==> src/rtl/demorgan_hold_timer.sv <==
// Loadable down-counter that paces how long each
// stimulus vector is held before it is sampled.
module demorgan_hold_timer #(
    parameter int HOLD_CYCLES = 5
) (
    input  logic clk,
    input  logic rst_n,
    input  logic load,
    input  logic en,
    output logic tc
);

    localparam int CW = $clog2(HOLD_CYCLES + 1);
    localparam logic [CW-1:0] LOAD_VAL = CW'(HOLD_CYCLES - 1);

    logic [CW-1:0] cnt;

    always_ff @(posedge clk or negedge rst_n) begin
        if (!rst_n) begin
            cnt <= '0;
        end else if (load) begin
            cnt <= LOAD_VAL;
        end else if (en && cnt != '0) begin
            cnt <= cnt - 1'b1;
        end
    end

    assign tc = (cnt == '0);

endmodule

==> config.mk <==
export PLATFORM = sky130hd
export DESIGN_NAME = demorgan_hold_timer
export DESIGN_NICKNAME = d
export VERILOG_FILES = /design/src/rtl/demorgan_hold_timer.sv
export SDC_FILE = /design/constraint.sdc
export NUM_CORES = 1
export LEC_CHECK = 0
export ABC_AREA = 1
export CAP_MARGIN = 0
export CORE_AREA = 10 10 47 49
export DETAILED_ROUTE_END_ITERATION = 8
export DIE_AREA = 0 0 57 59
export GPL_ROUTABILITY_DRIVEN = 0
export PLACE_DENSITY = 0.38
export SYNTH_ARGS = -nofsm -noshare
export SYNTH_HDL_FRONTEND = slang
export SYNTH_SLANG_ARGS = --single-unit
==> constraint.sdc <==
create_clock -name clk -period 1.5 [get_ports clk]
set_clock_uncertainty 0.15 [all_clocks]
set_input_delay 0.45 -clock clk [delete_from_list [all_inputs] [get_ports clk]]
set_output_delay 0.45 -clock clk [all_outputs]
set_load 0.005 [all_outputs]
==> run_results.csv <==
group,metric,value,unit
outcome,status,"finished with violations",
outcome,failed_checks,"negative setup slack",
clock_tree,cts_root_buf,"clkbuf_4",
route,wire_per_inst,8.06,um
floorplanning,rows,14,
synthesis,seq_area_frac_synth,41.4,%
clock_tree,tritoncts,"done",
synthesis,netlist.area_leader.share,41.4,%
floorplanning,io_pins,5,
timing,finalHoldViolCount,0,
setup_path,worst_setup_path_end_kind,"output pin",
route,drt-pass1-iter-count,2,
setup_path,rr_startpoint,"cnt[0]",
floorplanning,die_h,59,um
global_routing,grt_max_degree,6,
timing,slew_headroom,91.0,%
synthesis,ys_warn_count,0,
route,drt_iter0_markers,6,
timing,tightest_slew,0.135,ns
timing,fin_crit_sh,110,%
power_and_ir_drop,vdd_drop_max,0.371,mV
setup_path,crit_arrival,1.06,ns
place,dp_hpwl,298,um
timing,setup_viol,1,
synthesis,ys_types,6,
timing,slew_violations,0,
synthesis,yosysTopAreaCell,"dfrtp_1",
global_routing,gr-total-overflow,0,
power_and_ir_drop,leakagePower,0.159,nW
synthesis,ys_ff_latch,3,
clock_tree,cts_buffers,3,
timing,fmax,603,MHz
setup_path,cp_max_fo,2,
route,vias_per_cell,3.24,
route,postRouteAntennaNets,0,
layout,top_register,"cnt",
layout,post-route-util,22.2,%
global_routing,antenna_found_initial,0,
route,wirelength,403,um
layout,syn_to_final_growth,71.7,%
place,dp_slack,-0.349,ns
setup_path,required,0.90,ns
floorplanning,coreArea,1400,um2
worst_hold_path,hp-class,"input port to async pin",
layout,largest_reg_flops,3,
place,io_buffers,4,
global_routing,grt_pass1_wl,662,um
timing,hold_ws,0.246,ns
global_routing,gr-usage-all-layers,2.72,%
timing,tns,-0.157,ns
setup_path,crit_start,"cnt[0]",
synthesis,syn_area,181,um2
layout,fill_cells,166,
layout,reg_top3,"cnt: 3 flops",
timing,fin_crit,1.66,ns
global_routing,grt_pass1_vias,167,
synthesis,synth_area_per_cell,7.56,um2
setup_path,crit_path_start_kind,"register",
synthesis,syn-num-nets,30,
power_and_ir_drop,p_per_area,1160,nW/um2
synthesis,synthCells,24,
timing,layout_setup_ws,-0.157,ns
clock_tree,cts_hold_buffers,0,
layout,layout-drive-gt1-share,38.2,%
clock_tree,clkSinkCount,3,
timing,rsz0062_at_grt,"yes",
layout,fin_nets,41,
route,drc,0,
route,vias,162,
synthesis,synth.area.top_cells,"dfrtp_1, nand3_1, inv_1, ha_1, nand2_1",
floorplanning,initial_utilization,12.9,%
clock_tree,clock_latency,0.23,ns
setup_path,worst-setup-path-type,"register to output pin",
floorplanning,die_w,57,um
layout,diodes,0,
clock_tree,htree_levels,1,
run,cap_violations,0,
floorplanning,die_area,3360,um2
clock_tree,clockBufferDepth,2,
clock_tree,clk_pin_slew_worst_paths,0.04,ns
-- timing repair --
action,4_1_cts,5_1_grt
setup endpoints to repair,1,1
setup buffers,0,1
resized for setup,11,2
pin swaps,1,2
-- synth_stat cells (all sizes together) --
cell	n
inv	8
nand3	6
nor2	1
dfrtp	3
ha	2
nand2	4
-- critical path, cell delays in order (launching register included) --
cell	delay, ns
dfrtp_1	0.35
inv_2	0.06
ha_4	0.16
ha_4	0.15
buf_6	0.11
-- metal layers --
layer | up-vias | share of wire (%) | GRT usage, %
met5 | - | 0 | 0
met3 | 0 | 6.9 | 2.79
li1 | 92 | - | -
met2 | 4 | 38 | 2.95
met4 | 0 | 0 | 2.01
met1 | 66 | 54 | 2.97
-- stage by stage --
stage | area [um2] | power, mW | cells
2_1_floorplan | 181 | 0.152 | 24
3_3_place_gp | 249 | 0.184 | 45
3_5_place_dp | 249 | 0.187 | 45
4_1_cts | 302 | 0.360 | 49
5_1_grt | 312 | 0.396 | 50
6_report | 312 | 0.362 | 50
-- cells in the final DEF (no fill, tap or decap) --
| master | Yosys | final |
|---|---|---|
| inv_2 | 0 | 3 |
| buf_4 | 0 | 2 |
| clkdlybuf4s50_1 | 0 | 3 |
| inv_1 | 8 | 5 |
| dfrtp_1 | 3 | 3 |
| ha_4 | 0 | 2 |
| buf_6 | 0 | 1 |
| clkbuf_1 | 0 | 1 |
| nor2_2 | 1 | 1 |
| nand2_2 | 0 | 1 |
| clkbuf_4 | 0 | 3 |
| nand3_1 | 6 | 6 |
| nand2_1 | 4 | 3 |
-- report_power, final --
part | switching, mW | total, mW | internal (mW)
clock network | 0.0407 | 0.140 | 0.0996
logic | 0.0559 | 0.119 | 0.0636
registers | 0.00814 | 0.102 | 0.0940
-- final timing paths --
check	endpoint	slack [ns]	cells past startpoint
max in group asynchronous	cnt[2]	0.81	1
worst min-delay path	cnt[0]	0.25	1
worst max register to register	cnt[2]	0.02	9
min in group clk	cnt[2]	0.35	2
worst min register to register	cnt[2]	0.35	2
worst max-delay path	tc	-0.16	4
-- cell families (layout without fill, tap and decap cells) --
group,count (synthesis),after routing,synth area share [%]
flip-flops,3,3,41.4
adder cells (fa/ha/maj),2,2,13.8
buffers and inverters,8,18,16.6
AND/OR/NAND/NOR,11,11,28.3
-- final cells by class --
cell class / count / area [um2] / share of cell area [%]
multi-input cells: 13 / 104 / 33.3
clock buffers: 4 / 26.3 / 8.43
inverters: 8 / 30.0 / 9.64
well taps: 16 / 20.0 / 6.43
flip-flops and latches: 3 / 75.1 / 24.1
repair buffers: 6 / 56.3 / 18.1
No activity file was read; power rests on OpenSTA's default activity.
